$ cat config.mk
export PLATFORM = sky130hd
export DESIGN_NAME = hr_encoder_pipe
export DESIGN_NICKNAME = d
export VERILOG_FILES = /design/src/rtl/hr_encoder_pipe.sv
export SDC_FILE = /design/constraint.sdc
export NUM_CORES = 1
export LEC_CHECK = 0
export CAP_MARGIN = 5
export CORE_MARGIN = 1
export CORE_UTILIZATION = 25
export DETAILED_ROUTE_END_ITERATION = 12
export PLACE_DENSITY_LB_ADDON = 0.25
export SLEW_MARGIN = 20
export SYNTH_ARGS = -nofsm -noshare
export SYNTH_HDL_FRONTEND = slang
export SYNTH_SLANG_ARGS = --single-unit
$ cat constraint.sdc
create_clock -name clk -period 9.1 [get_ports clk]
set_clock_uncertainty 0.2 [all_clocks]
set_input_delay 0.91 -clock clk [delete_from_list [all_inputs] [get_ports clk]]
set_output_delay 0.91 -clock clk [all_outputs]
set_load 0.005 [all_outputs]
$ cat src/rtl/hr_encoder_pipe.sv
// rtl/hr_encoder_pipe.sv - pipelined block header/residual encoder with credit-controlled output FIFO
// Optional HR_STATS_EN adds saturating popped-block and packed-bit counters.
`timescale 1ns/1ps

module hr_encoder_pipe #(
  parameter  int NPIX       = 16,
  parameter  int PIX_W      = 8,
  parameter  int FIFO_DEPTH = 4,
  localparam int BITS_W     = $clog2(PIX_W + 1),
  localparam int LVL_W      = $clog2(FIFO_DEPTH + 1)
) (
  input  logic                    clk,
  input  logic                    rst,
  input  logic                    in_valid,
  output logic                    in_ready,
  input  logic [NPIX*PIX_W-1:0]   in_pixels,
  output logic                    out_valid,
  input  logic                    out_ready,
  output logic [PIX_W-1:0]        out_base,
  output logic [BITS_W-1:0]       out_bits,
  output logic [NPIX*PIX_W-1:0]   out_residuals,
  output logic [LVL_W-1:0]        fifo_level
`ifdef HR_STATS_EN
  ,
  output logic [31:0]             stat_blocks,
  output logic [31:0]             stat_bits
`endif
);

  localparam int PTR_W  = (FIFO_DEPTH > 1) ? $clog2(FIFO_DEPTH) : 1;
  localparam int DATA_W = NPIX * PIX_W;

  logic              s1_valid;
  logic              s2_valid;
  logic [DATA_W-1:0] s1_pix;
  logic [PIX_W-1:0]  s1_min;
  logic [PIX_W-1:0]  s1_max;
  logic [PIX_W-1:0]  s2_base;
  logic [BITS_W-1:0] s2_bits;
  logic [DATA_W-1:0] s2_res;

  logic [PIX_W-1:0]  in_min;
  logic [PIX_W-1:0]  in_max;
  logic [PIX_W-1:0]  diff;
  logic [BITS_W-1:0] bits_c;
  logic [DATA_W-1:0] res_c;

  logic [PIX_W-1:0]  mem_base [FIFO_DEPTH];
  logic [BITS_W-1:0] mem_bits [FIFO_DEPTH];
  logic [DATA_W-1:0] mem_res  [FIFO_DEPTH];
  logic [PTR_W-1:0]  wr_ptr;
  logic [PTR_W-1:0]  rd_ptr;
  logic [LVL_W-1:0]  count;

  logic              accept;
  logic              push;
  logic              pop;
  logic [LVL_W+1:0]  credit;

  function automatic logic [PTR_W-1:0] ptr_inc(input logic [PTR_W-1:0] p);
    if (p == PTR_W'(FIFO_DEPTH - 1)) return '0;
    return p + PTR_W'(1);
  endfunction

  // Every block in S1/S2 already holds a reserved FIFO slot, so the pipe never stalls.
  assign credit   = (LVL_W+2)'(count) + (LVL_W+2)'(s1_valid) + (LVL_W+2)'(s2_valid);
  assign in_ready = credit < (LVL_W+2)'(FIFO_DEPTH);
  assign accept   = in_valid & in_ready;
  assign push     = s2_valid;
  assign out_valid = (count != '0);
  assign pop      = out_valid & out_ready;
  assign fifo_level = count;

  always_comb begin
    in_min = in_pixels[PIX_W-1:0];
    in_max = in_pixels[PIX_W-1:0];
    for (int i = 1; i < NPIX; i++) begin
      if (in_pixels[i*PIX_W +: PIX_W] < in_min) in_min = in_pixels[i*PIX_W +: PIX_W];
      if (in_pixels[i*PIX_W +: PIX_W] > in_max) in_max = in_pixels[i*PIX_W +: PIX_W];
    end
  end

  // Residual width is the position of the highest set bit of the range, plus one.
  always_comb begin
    diff   = s1_max - s1_min;
    bits_c = '0;
    for (int b = 0; b < PIX_W; b++) begin
      if (diff[b]) bits_c = BITS_W'(b + 1);
    end
    res_c = '0;
    for (int i = 0; i < NPIX; i++) begin
      res_c[i*PIX_W +: PIX_W] = s1_pix[i*PIX_W +: PIX_W] - s1_min;
    end
  end

  always_ff @(posedge clk or posedge rst) begin
    if (rst) begin
      s1_valid <= 1'b0;
      s2_valid <= 1'b0;
      wr_ptr   <= '0;
      rd_ptr   <= '0;
      count    <= '0;
    end else begin
      s1_valid <= accept;
      s2_valid <= s1_valid;
      if (push) wr_ptr <= ptr_inc(wr_ptr);
      if (pop)  rd_ptr <= ptr_inc(rd_ptr);
      if (push && !pop)      count <= count + LVL_W'(1);
      else if (pop && !push) count <= count - LVL_W'(1);
    end
  end

  always_ff @(posedge clk) begin
    if (accept) begin
      s1_pix <= in_pixels;
      s1_min <= in_min;
      s1_max <= in_max;
    end
    if (s1_valid) begin
      s2_base <= s1_min;
      s2_bits <= bits_c;
      s2_res  <= res_c;
    end
    if (push) begin
      mem_base[wr_ptr] <= s2_base;
      mem_bits[wr_ptr] <= s2_bits;
      mem_res[wr_ptr]  <= s2_res;
    end
  end

  assign out_base      = mem_base[rd_ptr];
  assign out_bits      = mem_bits[rd_ptr];
  assign out_residuals = mem_res[rd_ptr];

`ifdef HR_STATS_EN
  logic [32:0] pack_size;
  logic [32:0] bits_sum;

  assign pack_size = 33'(PIX_W + BITS_W) + 33'(NPIX) * 33'(out_bits);
  assign bits_sum  = {1'b0, stat_bits} + pack_size;

  always_ff @(posedge clk or posedge rst) begin
    if (rst) begin
      stat_blocks <= '0;
      stat_bits   <= '0;
    end else if (pop) begin
      if (stat_blocks != 32'hFFFF_FFFF) stat_blocks <= stat_blocks + 32'd1;
      stat_bits <= bits_sum[32] ? 32'hFFFF_FFFF : bits_sum[31:0];
    end
  end
`endif

endmodule

Word level (Yosys, flattened, before mapping)
Memories as Yosys holds them, arrays and structs flattened.
Cells that the tools add are included.

word-level totals
  logic and storage cells = 127
  bits in writable memories = 560
  input port bits = 132
  register bits = 293
  output and inout bits = 145
  memories kept = 3

cells by class
  bitwise logic cells = 2
  magnitude comparators = 31
  muxes and demuxes = 49
  equal/unequal tests = 2
  reduce and logical (&&, ||, !) cells = 6
  $add $sub $neg = 23

memories
  name      words  width  rd ports  clocked after memory_dff  wr ports  line  source
  mem_res   4      128    1         0                         1         50    logic [DATA_W-1:0] mem_res [FIFO_DEPTH];
  mem_base  4      8      1         0                         1         48    logic [PIX_W-1:0] mem_base [FIFO_DEPTH];
  mem_bits  4      4      1         0                         1         49    logic [BITS_W-1:0] mem_bits [FIFO_DEPTH];

operator list
  cell                                                number
  2-to-1 mux 8 bit                                    30
  subtractor 8 bit                                    17
  greater-than comparator 8 bit                       15
  < comparator 8 bit                                  15
  2-to-1 mux 4 bit                                    6
  2-to-1 mux 2 bit                                    4
  2-to-1 mux 1 bit                                    7
  2-to-1 mux 3 bit                                    2
  adder 4 x 1 -> 5 bit                                1
  < comparator 5 x 3 -> 1 bit, second input constant  1
  adder 2 x 1 -> 2 bit, second input constant         2
  adder 3 x 1 -> 4 bit                                1
  == test 2 bit, second input constant                2
  adder 3 x 1 -> 3 bit, second input constant         1
  nonzero test 3 bit                                  1
  subtractor 3 x 1 -> 3 bit, second input constant    1
  AND 1 bit                                           2
  logical AND 1 bit                                   2
  zero test 1 bit                                     2
  nonzero test 2 bit                                  1

Depth between registers and ports, before layout
  depth in word-level cells = 30
  mapped depth = 168
  mapped depth without buffers = 158

Worst setup path before layout
No wires, ideal clock.

  kind = input-to-reg
  from = in in_pixels[1]
  to = reg s1_min[1] (data pin)
  setup time = 0.287 ns
  setup slack = -19.121 ns
  stages on the path = 136
  arrival time = 27.734 ns
  path buffers = 7
  path through = inv_1 > ha_1 > nor2b_1 > o211a_1 > o21ai_0 > and2_1 > clkbuf_1 > mux2i_1 > ha_1 > a21o_1 > a21o_1 > a21o_1 > a21o_1 > a21o_1 > a21o_1 > a21o_1 > clkbuf_1 > o21ai_0 > (+100 left out) > mux2i_1 > ha_1 > a21o_1 > a21o_1 > a21oi_1 > nor2b_1 > o21ai_0 > nand2b_1 > o41a_1 > nor2_1 > mux2_2 > ha_1 > a21o_1 > a211o_1 > o22ai_1 > a311o_1 > o22ai_1 > mux2i_1

between the ends
  cells in the longest elaborated chain, start to end = 30

ends and longest elaborated chain
  what                    line  source
  start: declaration      16    input logic [NPIX*PIX_W-1:0] in_pixels,
  < comparator 8 bit      78    if (in_pixels[i*PIX_W +: PIX_W] < in_min) in_min = in_pixels[i*PIX_W +: PIX_W];
  2-to-1 mux 8 bit *      78
  < comparator 8 bit      78
  2-to-1 mux 8 bit *      78
  < comparator 8 bit      78
  2-to-1 mux 8 bit *      78
  < comparator 8 bit      78
  2-to-1 mux 8 bit *      78
  (+15 left out)          --
  2-to-1 mux 8 bit *      78
  < comparator 8 bit      78
  2-to-1 mux 8 bit *      78
  < comparator 8 bit      78
  2-to-1 mux 8 bit *      78
  < comparator 8 bit      78
  2-to-1 mux 8 bit *      78
  named net in_min[1]     42    logic [PIX_W-1:0] in_min;
  end signal: assignment  116   s1_min <= in_min;
  end: declaration        36    logic [PIX_W-1:0] s1_min;

Mark *: on every way through the listed nets, which the timed path passes. The rest lies on a longest branch.
A chain may end at the register's enable or synchronous reset.

Final worst setup path
  from = in in_pixels[5]
  to = reg s1_max[2] (data pin)

between the ends
  cells in the longest elaborated chain, start to end = 30

ends and longest elaborated chain
  what                           line  source
  greater-than comparator 8 bit  79    if (in_pixels[i*PIX_W +: PIX_W] > in_max) in_max = in_pixels[i*PIX_W +: PIX_W];
  2-to-1 mux 8 bit *             79
  greater-than comparator 8 bit  79
  2-to-1 mux 8 bit *             79
  greater-than comparator 8 bit  79
  2-to-1 mux 8 bit *             79
  greater-than comparator 8 bit  79
  2-to-1 mux 8 bit *             79
  (+15 left out)                 --
  2-to-1 mux 8 bit *             79
  greater-than comparator 8 bit  79
  2-to-1 mux 8 bit *             79
  greater-than comparator 8 bit  79
  2-to-1 mux 8 bit *             79
  greater-than comparator 8 bit  79
  2-to-1 mux 8 bit *             79
  named net in_max[2]            43    logic [PIX_W-1:0] in_max;
  end signal: assignment         117   s1_max <= in_max;
  end: declaration               37    logic [PIX_W-1:0] s1_max;

Marked as above.

==> impl_metrics.json <==
{
  "start_util_pct": 25.29,
  "die_w_um": 416.8,
  "fmax_ghz": 0.03886,
  "synth-async-reset-ratio_pct": 1.055,
  "dp_slack_ns": -18.75,
  "end_kind": "register",
  "synthMuxAreaShare_pct": 10.70,
  "critPathRequiredTime_ns": 9.32,
  "dieHeight_um": 416.8,
  "syn_area_um2": 43010,
  "synthCells": 2906,
  "num_vias": 27397,
  "tns_ns": -263.61,
  "cp_num_buf_inv": 24,
  "rsz0062_at_grt": "yes",
  "setup_viol": 16,
  "period_share_pct": 282.8,
  "numCtsBuffers": 93,
  "gp_congestion": 0.8612,
  "io_buffers": 276,
  "first_pass_iters": 5,
  "grt_pass1_wl_mm": 189.4,
  "crit_fanout": 7,
  "final_common_cell": "edfxtp_1",
  "cts_tree": "done",
  "final_hold_viol_count": 0,
  "crit_type": "primary input to register",
  "cts_root_buf": "clkbuf_16",
  "relSlewSlack_pct": 36.67,
  "path_clk_slew_ns": 0.06,
  "synth_compound_area_share_pct": 8.623,
  "synth-xor-area-share_pct": 2.705,
  "cp.arrival_ns": 25.95,
  "rows": 151,
  "synth_adder_area_share_pct": 10.30,
  "ios": 277,
  "grt_max_degree": 98,
  "core_um2": 170000,
  "min_path_type": "register to register",
  "clkLatencyLatePin_ns": 0.70,
  "path_delay_family": "compound AO/OA/AOI/OAI gates",
  "slew_viol_final": 0,
  "status": "finished with violations",
  "antenna_found_initial": 14,
  "postSynthAreaPerCell_um2": 14.80,
  "drv_cap": 0,
  "wl_per_cell_um": 20.91,
  "dp_hpwl_mm": 93.27,
  "fin_ws_ns": -16.63,
  "ys_ff_latch": 853,
  "drt_iter0_drc": 1376,
  "dpl_cell_area_um2": 53730,
  "die_area_um2": 173700,
  "grt.overflow.total": 0,
  "synth_edf_count": 844,
  "grt_pass1_vias": 28183,
  "nets": 4394,
  "critPathMaxStageDelay_ns": 0.57,
  "yosysUniqueCellTypes": 114,
  "drive_gt1_share_pct": 33.79,
  "drc": 0,
  "worst_pin_slew_ns": 0.9500,
  "cp_slowest_cell": "or4_4",
  "startpoint_type": "primary input",
  "cpMostUsedCell": "a21oi_2",
  "viasPerCell": 4.408,
  "ant_nets": 0,
  "numClockSinks": 853,
  "drt-total-wl_mm": 130.0,
  "synthSimpleGateAreaFrac_pct": 5.551,
  "hold_buffers": 0,
  "grt.total_usage_pct": 14.75,
  "htree_num_levels": 3,
  "syn2layout_area_growth_pct": 36.21,
  "ys_warn_count": 0,
  "synth_top_family_by_area": "multiplexers",
  "final_cell_mix": "edfxtp_1 (844), buf_4 (684), ha_1 (283)",
  "clockBufferDepth": 3,
  "seq_area_frac_synth_pct": 59.45,
  "synth_ff_type": "edfxtp_1",
  "synth_nets": 3375,
  "final.min_clock_period_ns": 25.73,
  "failed_checks": "setup timing",
  "stdcell_area_um2": 58580
}
==> flip-flops by register name (all words and copies together) (netlist names) <==
| signal | cells |
|---|---|
| s1_max | 8 |
| s2_res | 128 |
| wr_ptr | 2 |
| rd_ptr | 2 |
| s2_base | 8 |
| s2_bits | 4 |
| mem_res | 512 |
| s1_pix | 128 |
| fifo_level | 3 |
| mem_base | 32 |
| push | 1 |
| s1_min | 8 |
| s1_valid | 1 |
| mem_bits | 16 |
==> worst reg2reg max path: stages (launching register included) <==
cell and delay, ns:
edfxtp_1 0.42, inv_1 0.07, buf_4 0.42, ha_1 0.33, nor2b_1 0.12, o21ai_0 0.16, nand2b_1 0.10, a21o_1 0.18
a21o_1 0.19, a21o_1 0.18, a21oi_1 0.16, xnor2_1 0.27, a31oi_1 0.14
==> stage by stage <==
stage               hold WS (ns)  instances  util [%]
finish                    0.2605       6215     34.45
global placement          0.2321       5969     31.59
floorplan                 0.2244       2906         -
CTS                       0.2383       6170     33.84
detailed placement        0.2467       5970     31.60
global route              0.2643       6215     34.45
==> metal layers <==
| layer | share of wire (%) | vias up | GRT usage (%) | wire (µm) |
|---|---|---|---|---|
| li1 | - | 13262 | - | - |
| met1 | 46 | 13593 | 19.53 | 59340 |
| met2 | 49 | 399 | 25.22 | 63690 |
| met3 | 2.9 | 137 | 1.562 | 3722 |
| met4 | 2.4 | 6 | 4.580 | 3163 |
| met5 | 0.028 | - | 0 | 37 |
==> worst paths after layout <==
kind                               from         end  slack (ns)  cells after the start
max                        in_pixels[5]   s1_max[2]      -16.63                    153
min                           s1_min[4]  s2_base[4]        0.26                      0
max reg2reg                   s1_min[1]  s2_bits[1]        5.86                     12
min reg2reg                   s1_min[4]  s2_base[4]        0.26                      0
max in group asynchronous           rst    s1_valid        8.07                      2
min in group asynchronous           rst   rd_ptr[0]        0.31                      2
==> Yosys cell counts (5+ instances only) <==
master    count  share of area [%]
edfxtp_1    844                 59
ha_1        319                9.3
inv_1       246                2.1
mux4_2      140                7.3
nand2_1     130                1.1
o21ai_0     130                1.5
a21o_1      127                2.2
a21oi_1     109                1.3
nor2_1       87               0.76
xnor2_1      76                1.5
mux2i_1      71                1.7
mux2_2       55                1.4
xor2_1       55                1.1
nand2b_1     52               0.76
nor2b_1      50               0.73
nand3_1      34               0.40
clkbuf_1     33               0.29
buf_1        20               0.17
nand4_1      19               0.28
and3_1       18               0.26
fa_1         18               0.84
o21a_1       16               0.28
a211oi_1     14               0.24
a31oi_1      13               0.19
and2_1       13               0.19
o211ai_1     13               0.23
o21ai_1      13               0.15
nor3_1       11               0.13
and4_1        9               0.18
dfrtp_1       9               0.52
a211o_1       8               0.16
maj3_1        8               0.19
o31a_1        6               0.12
o211a_1       5               0.12
o311a_1       5               0.12
o31ai_1       5              0.087
==> final cells by class <==
cell class	instances	area (µm²)
multi-input cells	1754	18060
flip-flops and latches	853	25580
repair buffers	977	8153
fillers	16541	111500
diodes	2	5.005
clock inverters	57	640.6
inverters	246	935.9
clock buffers	108	2435
well taps	2218	2775
==> cells by family after synthesis <==
logic type      count (synthesis)
compound gates                541
simple gates                  458
fa+ha+maj                     345
xor+xnor                      132
mux                           275
flops                         853
buf+inv                       302
==> what timing repair did <==
action                                  4_1_cts  5_1_grt
pin swaps                                    44       66
endpoints found under the setup margin       16       16
cloned                                        4        0
buffers inserted                             31       44
resized for setup                           114      155
Power is left out: the tool's default activity adds up to more than one toggle a clock period on the data nets, which glitch-free logic cannot reach.
